===== src/rtl/nibble_serial_addsub_pkg.sv =====
// rtl/nibble_serial_addsub_pkg.sv - shared types and constants for the nibble-serial add/sub controller
package nibble_serial_addsub_pkg;

    typedef enum logic [1:0] {
        IDLE = 2'd0,
        RUN  = 2'd1,
        DONE = 2'd2
    } state_t;

    localparam logic OP_ADD = 1'b0;
    localparam logic OP_SUB = 1'b1;

    localparam int NIB_W = 4;

endpackage


===== src/rtl/nibble_serial_addsub_slice.sv =====
// rtl/nibble_serial_addsub_slice.sv - combinational 4-bit add/sub slice with carry in/out
module nibble_addsub_slice
    import nibble_serial_addsub_pkg::*;
(
    input  logic [NIB_W-1:0] a,
    input  logic [NIB_W-1:0] b,
    input  logic             ctrl,
    input  logic             cin,
    output logic [NIB_W-1:0] s,
    output logic             cout
);

    logic [NIB_W-1:0] b_eff;

    assign b_eff     = (ctrl == OP_SUB) ? ~b : b;
    assign {cout, s} = {1'b0, a} + {1'b0, b_eff} + {{NIB_W{1'b0}}, cin};

endmodule


===== src/rtl/nibble_serial_addsub.sv =====
// rtl/nibble_serial_addsub.sv - multi-cycle W-bit add/sub sequencing one nibble slice LSB-first
module nibble_serial_addsub
    import nibble_serial_addsub_pkg::*;
#(
    parameter int NIBBLES = 4
) (
    input  logic                     clk,
    input  logic                     rst,
    input  logic                     start,
    input  logic                     op,
    input  logic [NIB_W*NIBBLES-1:0] a,
    input  logic [NIB_W*NIBBLES-1:0] b,
    output logic                     ready,
    output logic                     busy,
    output logic                     done,
    output logic [NIB_W*NIBBLES-1:0] result,
    output logic                     cout,
    output logic                     overflow
);

    localparam int W  = NIB_W * NIBBLES;
    localparam int IW = (NIBBLES > 1) ? $clog2(NIBBLES) : 1;

    state_t         state;
    logic [W-1:0]   a_q;
    logic [W-1:0]   b_q;
    logic           op_q;
    logic [IW-1:0]  idx;
    logic           c;

    logic [W-1:0]     a_sh;
    logic [W-1:0]     b_sh;
    logic [NIB_W-1:0] a_nib;
    logic [NIB_W-1:0] b_nib;
    logic [NIB_W-1:0] s;
    logic             co;
    logic             last;
    logic             b_top_eff;

    // Current nibble is brought down to bit 0 so the slice sees a fixed 4-bit window
    assign a_sh      = a_q >> {idx, 2'b00};
    assign b_sh      = b_q >> {idx, 2'b00};
    assign a_nib     = a_sh[NIB_W-1:0];
    assign b_nib     = b_sh[NIB_W-1:0];
    assign last      = (idx == IW'(NIBBLES - 1));
    assign b_top_eff = (op_q == OP_SUB) ? ~b_nib[NIB_W-1] : b_nib[NIB_W-1];

    nibble_addsub_slice u_slice (
        .a    (a_nib),
        .b    (b_nib),
        .ctrl (op_q),
        .cin  (c),
        .s    (s),
        .cout (co)
    );

    always_ff @(posedge clk or posedge rst) begin
        if (rst) begin
            state    <= IDLE;
            a_q      <= '0;
            b_q      <= '0;
            op_q     <= OP_ADD;
            idx      <= '0;
            c        <= 1'b0;
            ready    <= 1'b1;
            busy     <= 1'b0;
            done     <= 1'b0;
            result   <= '0;
            cout     <= 1'b0;
            overflow <= 1'b0;
        end else begin
            case (state)
                IDLE: begin
                    if (start) begin
                        a_q   <= a;
                        b_q   <= b;
                        op_q  <= op;
                        idx   <= '0;
                        // Seeding the carry with op supplies the +1 of a + ~b + 1
                        c     <= op;
                        state <= RUN;
                        ready <= 1'b0;
                        busy  <= 1'b1;
                    end
                end
                RUN: begin
                    for (int i = 0; i < NIBBLES; i++) begin
                        if (idx == IW'(i)) begin
                            result[NIB_W*i +: NIB_W] <= s;
                        end
                    end
                    c   <= co;
                    idx <= idx + 1'b1;
                    if (last) begin
                        cout     <= co;
                        overflow <= (a_nib[NIB_W-1] == b_top_eff) && (s[NIB_W-1] != a_nib[NIB_W-1]);
                        state    <= DONE;
                        busy     <= 1'b0;
                        done     <= 1'b1;
                    end
                end
                DONE: begin
                    done  <= 1'b0;
                    ready <= 1'b1;
                    state <= IDLE;
                end
                default: begin
                    state <= IDLE;
                    ready <= 1'b1;
                    busy  <= 1'b0;
                    done  <= 1'b0;
                end
            endcase
        end
    end

endmodule

===== config.mk =====
export PLATFORM = sky130hd
export DESIGN_NAME = nibble_serial_addsub
export DESIGN_NICKNAME = d
export VERILOG_FILES = /design/src/rtl/nibble_serial_addsub_pkg.sv /design/src/rtl/nibble_serial_addsub_slice.sv /design/src/rtl/nibble_serial_addsub.sv
export SDC_FILE = /design/constraint.sdc
export NUM_CORES = 1
export LEC_CHECK = 0
export CORE_ASPECT_RATIO = 0.8
export CORE_MARGIN = 5
export CORE_UTILIZATION = 45
export DETAILED_ROUTE_END_ITERATION = 7
export PLACE_DENSITY = 0.76
export SLEW_MARGIN = 0
export SYNTH_ARGS = -nofsm -noshare
export SYNTH_HDL_FRONTEND = slang
export SYNTH_SLANG_ARGS = --single-unit
export TNS_END_PERCENT = 100

===== constraint.sdc =====
create_clock -name clk -period 2.4 [get_ports clk]
set_input_delay 0.48 -clock clk [delete_from_list [all_inputs] [get_ports clk]]
set_output_delay 0.48 -clock clk [all_outputs]
set_load 0.01 [all_outputs]

# Yosys cells after proc, flatten, opt, wreduce, memory -nomap -nowiden
# Cells that the tools add are included.
[word_totals]
register_bits = 59
elab_cells = 64
inputBits = 36
out_inout_bits = 21
[op_classes]
muxes = 16
n_eq_ne = 9
n_addsub = 3
n_reduce_logical = 14
bitwise = 5
shift = 2
[ops]
columns = ["op", "n"]
rows = [
  ["$shr A16 B4 Y4", 2],
  ["$reduce_and A2 Y1", 9],
  ["$pmux W2 S2", 2],
  ["$eq A2 B2 Y1 const B", 3],
  ["$mux W1", 6],
  ["$mux W2", 3],
  ["$pmux W1 S2", 3],
  ["$add A4 B4 Y5", 1],
  ["$add A5 B1 Y5", 1],
  ["$eq A2 B1 Y1 const B", 2],
  ["$logic_not A2 Y1", 2],
  ["$mux W4", 1],
  ["$ne A2 B2 Y1 const B", 2],
  ["$not A1 Y1", 4],
  ["$not A4 Y4", 1],
  ["$pmux W1 S3", 1],
  ["$reduce_and A3 Y1", 1],
  ["$add A2 B1 Y2 const B", 1],
  ["$reduce_bool A2 Y1", 1],
  ["$eq A1 B1 Y1", 1],
  ["$logic_and A1 B1 Y1", 1],
  ["$ne A1 B1 Y1", 1],
]

# Depth between registers and ports, before layout
# Gate-level depths: netlist of run 1.
[depth]
ltp_word = 7
mapped_depth = 9
depth_no_buf = 8

# By module
# Synthesis of run 1 repeated with hierarchy kept, for this count alone.
[unflattened]
hier_cells = 181
area_unflattened_um2 = 2697.6
[by_module_without_submodules]
columns = ["module", "instances", "area_per_inst_um2", "seq_area_each_um2", "cells_each"]
rows = [
  ["nibble_serial_addsub", 1, 2521.2, 1477.7, 161],
  ["nibble_addsub_slice", 1, 176.4, 0.0, 20],
]

# Worst setup path after synthesis of run 1
# No wires, ideal clock.
[synth_timing]
path_kind = "register to register"
from = "register idx[0]"
to = "register c"
path_stages_with_launch = 10
setup_ps = 83
slack_ps = -79
n_path_buf = 1
synth_period_minus_slack_ps = 2479
required_ps = 2317
arrival_time_ps = 2397
cell_sequence = "dfrtp_1 -> buf_6 -> mux4_2 -> xnor2_1 -> fa_1 -> fa_1 -> inv_1 -> a21o_1 -> a21oi_1 -> o21ai_0"
[synth_between]
elab_chain_cells = 6
elab_cells_between_ends = 7
cone_classes = "2 x add/sub; 2 x shift; 2 x mux; 1 x bitwise"
[synth_lines]
columns = ["element", "line", "source"]
rows = [
  ["start, declared", "nibble_serial_addsub.sv:28", "logic [IW-1:0] idx;"],
  ["start signal, assigned", "nibble_serial_addsub.sv:93", "idx <= idx + 1'b1;"],
  ["$shr A16 B4 Y4", "nibble_serial_addsub.sv:42", "assign b_sh = b_q >> {idx, 2'b00};"],
  ["$not A4 Y4", "nibble_serial_addsub_slice.sv:15", "assign b_eff = (ctrl == OP_SUB) ? ~b : b;"],
  ["$mux W4", "nibble_serial_addsub_slice.sv:15", ""],
  ["$add A4 B4 Y5 (*)", "nibble_serial_addsub_slice.sv:16", "assign {cout, s} = {1'b0, a} + {1'b0, b_eff} + {{NIB_W{1'b0}}, cin};"],
  ["$add A5 B1 Y5 (*)", "nibble_serial_addsub_slice.sv:16", ""],
  ["$pmux W1 S2 (*)", "nibble_serial_addsub.sv:72", "case (state)"],
  ["end signal, assigned", "nibble_serial_addsub.sv:80", "c <= op;"],
  ["end signal, assigned", "nibble_serial_addsub.sv:92", "c <= co;"],
  ["end, declared", "nibble_serial_addsub.sv:29", "logic c;"],
]
# Every way passes the cells marked *; elsewhere a longest branch is shown, timed or not.
# A chain may end at the register's enable or synchronous reset.

# Worst setup path after layout of run 1
[layout_timing]
from = "register idx[0]"
to = "register result[14]"
[layout_between]
elab_chain_cells = 5
elab_cells_between_ends = 8
cone_classes = "2 x add/sub; 1 x eq/ne; 2 x shift; 1 x mux; 1 x bitwise; 1 x reduce/logical"
[layout_lines]
columns = ["element", "line", "source"]
rows = [
  ["$shr A16 B4 Y4", "nibble_serial_addsub.sv:42", ""],
  ["$not A4 Y4", "nibble_serial_addsub_slice.sv:15", ""],
  ["$mux W4", "nibble_serial_addsub_slice.sv:15", ""],
  ["$add A4 B4 Y5", "nibble_serial_addsub_slice.sv:16", ""],
  ["$add A5 B1 Y5", "nibble_serial_addsub_slice.sv:16", ""],
  ["end signal, assigned by index", "nibble_serial_addsub.sv:89", "result[NIB_W*i +: NIB_W] <= s;"],
  ["end, declared", "nibble_serial_addsub.sv:16", "output logic [NIB_W*NIBBLES-1:0] result,"],
]
# Parallel ways exist; a longest one is shown, timed or not.

==> results of run 1 <==
[cells in the final DEF, fill, tap and decap left out, drive strengths merged]
cell type | Yosys | routed
clkbuf | 0 | 10
xnor2 | 3 | 3
a21oi | 4 | 4
a22oi | 1 | 1
dfrtp | 58 | 58
nand2 | 24 | 24
o21ai | 19 | 19
fa | 2 | 2
o31ai | 1 | 1
and2b | 1 | 1
o22ai | 1 | 1
ha | 7 | 7
mux4 | 8 | 8
buf | 8 | 10
mux2 | 33 | 33
a2bb2oi | 1 | 1
nor2 | 3 | 3
a22o | 1 | 1
or2b | 1 | 1
o21bai | 1 | 1
dfstp | 1 | 1
xor2 | 4 | 4
a21o | 1 | 1
clkinv | 0 | 4
nand3b | 1 | 1
clkdlybuf4s50 | 0 | 56
inv | 11 | 11
nor3b | 1 | 1
[worst max-delay path: cells and delay by family (launching register included)]
kind | cells | cell delay, ns
fa+ha+maj | 2 | 0.80
mux | 1 | 0.55
flops | 1 | 0.41
xor+xnor | 2 | 0.35
compound gates | 1 | 0.17
[area by class of cell]
class                      instances  area, um^2
timing repair buffer              66         673
clock buffer                      10         128
tap                               81         101
fill                             469        2270
inverter                          11        41.3
clock inverter                     4        20.0
multi-input combinational        118        1110
sequential                        59        1480
[sequential cells by signal, indices dropped and copies added, names as in the netlist]
signal and flops:
ready 1, done 1, c 1, result 16, b_q 16, cout 1, busy 1, a_q 16
op_q 1, state 2, idx 2, overflow 1
[what timing repair did]
action                     4_1_cts  5_1_grt
setup endpoints to repair        4       12
pin swaps                        0       10
resized for setup                1       13
cloned                           0        0
buffers inserted                 0        4
[layer usage]
| layer | global-route usage | vias up | part of all wire |
|---|---|---|---|
| li1 | - | 815 | - |
| met1 | 0.205 | 827 | 0.45 |
| met2 | 0.226 | 48 | 0.47 |
| met3 | 0.0738 | 6 | 0.076 |
| met4 | 0.0298 | 0 | 0.0085 |
| met5 | 0 | - | 0 |
[worst paths after layout]
| path | from | to | slack [ns] |
|---|---|---|---|
| max | idx[0] | result[14] | 0.05 |
| min | rst | result[11] | 0.44 |
| max reg2reg | idx[0] | result[14] | 0.05 |
| min reg2reg | result[5] | result[5] | 0.48 |
| max in group asynchronous | rst | ready | 1.36 |
| min in group clk | result[5] | result[5] | 0.48 |
[cell usage after synthesis (all sizes together)]
master	count	area (um^2)
a21oi	4	20.0
or2b	1	7.51
xnor2	3	26.3
o21ai	19	95.1
inv	11	41.3
and2b	1	8.76
nand3b	1	7.51
xor2	4	35.0
o22ai	1	6.26
o21bai	1	7.51
dfrtp	58	1450
mux4	8	180
mux2	33	372
buf	8	71.3
nand2	24	90.1
nor3b	1	18.8
fa	2	40.0
ha	7	87.6
nor2	3	11.3
dfstp	1	26.3
a2bb2oi	1	8.76
a22oi	1	7.51
o31ai	1	7.51
a21o	1	7.51
a22o	1	8.76
[through the flow]
step                      setup TNS (ns)  power (uW)   util  hold WS, ns
after CTS                              0        5570  0.598        0.439
final                                  0        5950  0.610        0.439
after global placement                 0        4650  0.571        0.462
after detailed placement         -0.0660        4790  0.571        0.470
after floorplan                        0        3820      -        0.473
after global routing              -0.199        6450  0.610        0.454
[cells by family after synthesis]
logic type / count (synthesis)
DFF: 59
muxes: 41
and+or+nand+nor: 31
AOI/OAI and AO/OA: 30
buffers and inverters: 19
adders and majority gates: 9
xor gates and xnor gates: 7
[report_power, final]
group / switching, uW / leakage, uW / internal [uW] / total (uW)
logic: 1600 / 0.000747 / 1820 / 3420
registers: 312 / 0.000710 / 1520 / 1830
clock network: 346 / 0.0000815 / 355 / 700
==> results.yml, run 1 <==
outcome:
  status: "finished, final reports clean"
clocking:
  clkTransAtPathRegs_ns: 0.06
  holdBufCountCts: 0
  h-tree-depth: 3
  clk_latency_ns: 0.33
  tritoncts: "done"
  cts_root_buffer: "clkbuf_8"
  ctsLongestPathBuffers: 2
  cts_num_sinks: 59
  cts_buffers: 9
power_and_ir_drop:
  ir_worst_vdd_v: 0.000818
  p_leak_uw: 0.00154
  pwr_density_cell_mw_per_mm2: 1670
sta:
  slew_violations: 0
  fmax_ghz: 0.425
  min_period_over_period: 0.981
  setup_viol: 0
  worst_slew_pin_slew_ns: 0.380
  period_needed_ns: 2.35
  rsz0062_at_grt: "yes"
  skew_ns: 0.00632
  setup_slack_ns: 0.0457
  slew_headroom: 0.746
  hold_viol_final: 0
finish:
  areaGrowthSynthToFinish_pct: 34.3
  diodes: 0
  drive_above_1_share: 0.291
  finalInstanceArea_mm2: 0.00355
  fin_cells: 349
  nets: 310
placed_design:
  gp_congestion: 0.756
  place_inst: 331
  dpl.hpwl_um: 3860
  place_area_mm2: 0.00332
  dpl_worst_slack_ns: -0.0369
  io_buffers: 56
global_routing:
  first_global_vias: 1780
  grt_max_degree: 36
  grt_usage: 0.152
  grt_pass1_wl_um: 8540
  antenna_found_initial: 0
  grt_overflow_total: 0
setup_path:
  start_kind: "flop"
  crit_top_cell: "fa_2"
  rr_worst_depth: 6
  critPathArrivalTime_ns: 2.60
  cp_max_fo: 4
  end_kind: "flop"
  slowest_stage: "mux4_2"
  slowest_delay_ns: 0.55
  cp.required_ns: 2.64
  worstPathCellList: "mux4_2, xnor2_2, fa_2, fa_2, xor2_4, o21ai_0"
  path_class: "flop to flop"
synth:
  synth_top_family_by_area: "multiplexers"
  muxShareOfSynthArea: 0.209
  yosysSeqAreaShare: 0.559
  synth-seq-cells: 59
  ys_types: 26
  synthAdderAreaFrac: 0.0483
  postSynthCellCount: 196
  mappedNetlistArea_mm2: 0.00264
  ys_warn_count: 0
  synth_compound_area_frac: 0.0639
  yosys.area_share.simple: 0.0544
  syn_avg_cell_area_um2: 13.5
  synth_xor_area_frac: 0.0232
  synth_fp_nets: 241
flow_run:
  maxCapViolCount: 0
floorplanning:
  coreArea_mm2: 0.00582
  ios: 57
  dieArea_mm2: 0.00752
  die_y_um: 78.6
  num_rows: 25
  start_util: 0.454
  die_w_um: 95.7
route:
  initialDrtViolationCount: 55
  drc: 0
  wl_um: 5200
  wl_per_cell_um: 14.9
  drtAntennaViolNets: 0
  route.vias.total: 1696
  vias_per_cell: 4.86
  drtPass1Iterations: 4
hold_path:
  hp-class: "primary input to asynchronous set/reset pin"
Power figures use the tool's default switching activity.
==> inputs of run 2 (changes only) <==
- GPL_TIMING_DRIVEN: unset -> 0
==> results.yml, run 2 (synthesis results as in run 1) <==
outcome:
  status: "complete, but fails checks"
  violations: "setup timing"
finish:
  areaGrowthSynthToFinish_pct: 36.8
  fillers: 472
  fin_util: 0.622
  diodes: 0
  layout_common_cells: "dfrtp_1 (57), clkdlybuf4s50_1 (56), mux2_2 (33)"
  largestRegisters: "a_q (16), b_q (16), result (16)"
  finalInstanceArea_mm2: 0.00362
  nets: 315
  drive_above_1_share: 0.318
  mostFrequentLayoutCell: "dfrtp_1"
floorplanning:
  dieArea_mm2: 0.00752
  die_y_um: 78.6
  num_rows: 25
  coreArea_mm2: 0.00582
  start_util: 0.454
  die_w_um: 95.7
  ios: 57
route:
  wl_um: 5330
  vias_per_cell: 4.86
  wl_per_cell_um: 15.0
  route.vias.total: 1726
  drtPass1Iterations: 4
  drc: 0
  initialDrtViolationCount: 72
  drtAntennaViolNets: 0
setup_path:
  cp_max_fo: 8
  path_class: "flop to flop"
  crit_path_end: "result[6]"
  cp.required_ns: 2.60
  reg2reg_slack_ns: -0.04
  rr_worst_depth: 7
  start_kind: "flop"
  end_kind: "flop"
  r2r_start: "idx[0]"
  crit_start: "idx[0]"
  critPathArrivalTime_ns: 2.64
  r2r-end: "result[6]"
clocking:
  cts_root_buffer: "clkbuf_8"
  h-tree-depth: 3
  ctsLongestPathBuffers: 2
  holdBufCountCts: 0
  tritoncts: "done"
  cts_buffers: 9
  clkTransAtPathRegs_ns: 0.06
  cts_num_sinks: 59
  clk_latency_ns: 0.33
sta:
  period_needed_ns: 2.44
  setup_viol: 6
  rsz0062_at_grt: "yes"
  slew_headroom: 0.611
  fmax_ghz: 0.409
  min_period_over_period: 1.02
  setup_slack_ns: -0.0425
  hold_viol_final: 0
  slew_violations: 0
  skew_ns: 0.00616
  worst_slew_pin_slew_ns: 0.583
  fin_tns_setup_ns: -0.128
power_and_ir_drop:
  p_sw_uw: 2310
  swShare: 0.378
  pwr_density_cell_mw_per_mm2: 1690
  total_power_uw: 6100
  power_frac_clock: 0.133
  pwr-share-comb: 0.575
  ir_worst_vdd_v: 0.000720
  internal_power_uw: 3790
  p_seq_frac: 0.293
  p_leak_uw: 0.00158
placed_design:
  dpl.hpwl_um: 3890
  io_buffers: 56
  gp_congestion: 0.764
  dpl_worst_slack_ns: -0.291
  place_area_mm2: 0.00333
global_routing:
  grt_max_degree: 33
  antenna_found_initial: 0
  grt_overflow_total: 0
  grt_pass1_wl_um: 9090
  first_global_vias: 1873
  grt_usage: 0.163
hold_path:
  hp-class: "flop to flop"
flow_run:
  maxCapViolCount: 0
[run 2: what timing repair did]
item                                   in CTS  in global routing
pin swaps                                   4                  8
setup endpoints to repair                  14                 15
gates resized for setup                     8                 11
setup buffers                               4                  2
endpoints found under the hold margin       0                  0
[run 2: layout make-up]
class                      instances  area (um^2)  share of cell area
multi-input combinational        118         1110               0.307
buffer                             8         80.1              0.0221
timing repair buffer              63          626               0.173
tap                               81          101              0.0280
sequential                        59         1480               0.409
inverter                          11         41.3              0.0114
clock buffer                      13          169              0.0467
clock inverter                     2         10.0             0.00277
[run 2: through the flow]
step | std cells | hold WS, ns
after floorplan | 196 | 0.473
after global placement | 333 | 0.460
after detailed placement | 334 | 0.471
after CTS | 353 | 0.485
after global routing | 355 | 0.491
final | 355 | 0.478
[run 2: power by group through the flow]
| stage | Combinational [uW] | Sequential [uW] | Clock (uW) |
|---|---|---|---|
| global route | 3900 | 1850 | 880 |
| CTS | 3220 | 1790 | 840 |
| finish | 3510 | 1790 | 809 |
| detailed placement | 3010 | 1810 | 0 |
| global placement | 2900 | 1780 | 0 |
| floorplan | 2020 | 1800 | 0 |
[run 2: metal layers]
metal / global-route usage / share of wire / vias to the layer above
li1: - / - / 826
met1: 0.209 / 0.44 / 833
met2: 0.253 / 0.48 / 61
met3: 0.0623 / 0.070 / 6
met4: 0.0554 / 0.0092 / 0
met5: 0 / 0 / -
[run 2: worst min-delay path by stage]
stage,start,endpoint,slack (ns),depth (start not counted)
final,result[13],result[13],0.48,2
after global placement,result[0],result[0],0.46,2
after floorplan,c,c,0.47,2
after detailed placement,result[1],result[1],0.47,2
after global routing,ready,ready,0.49,2
after CTS,result[1],result[1],0.48,2
[run 2: worst max-delay path, stage by stage (launching register included)]
cell,delay [ns]
dfrtp_2,0.40
buf_12,0.13
mux4_2,0.52
xnor2_2,0.16
fa_2,0.36
fa_2,0.38
xor2_2,0.23
o21ai_0,0.12
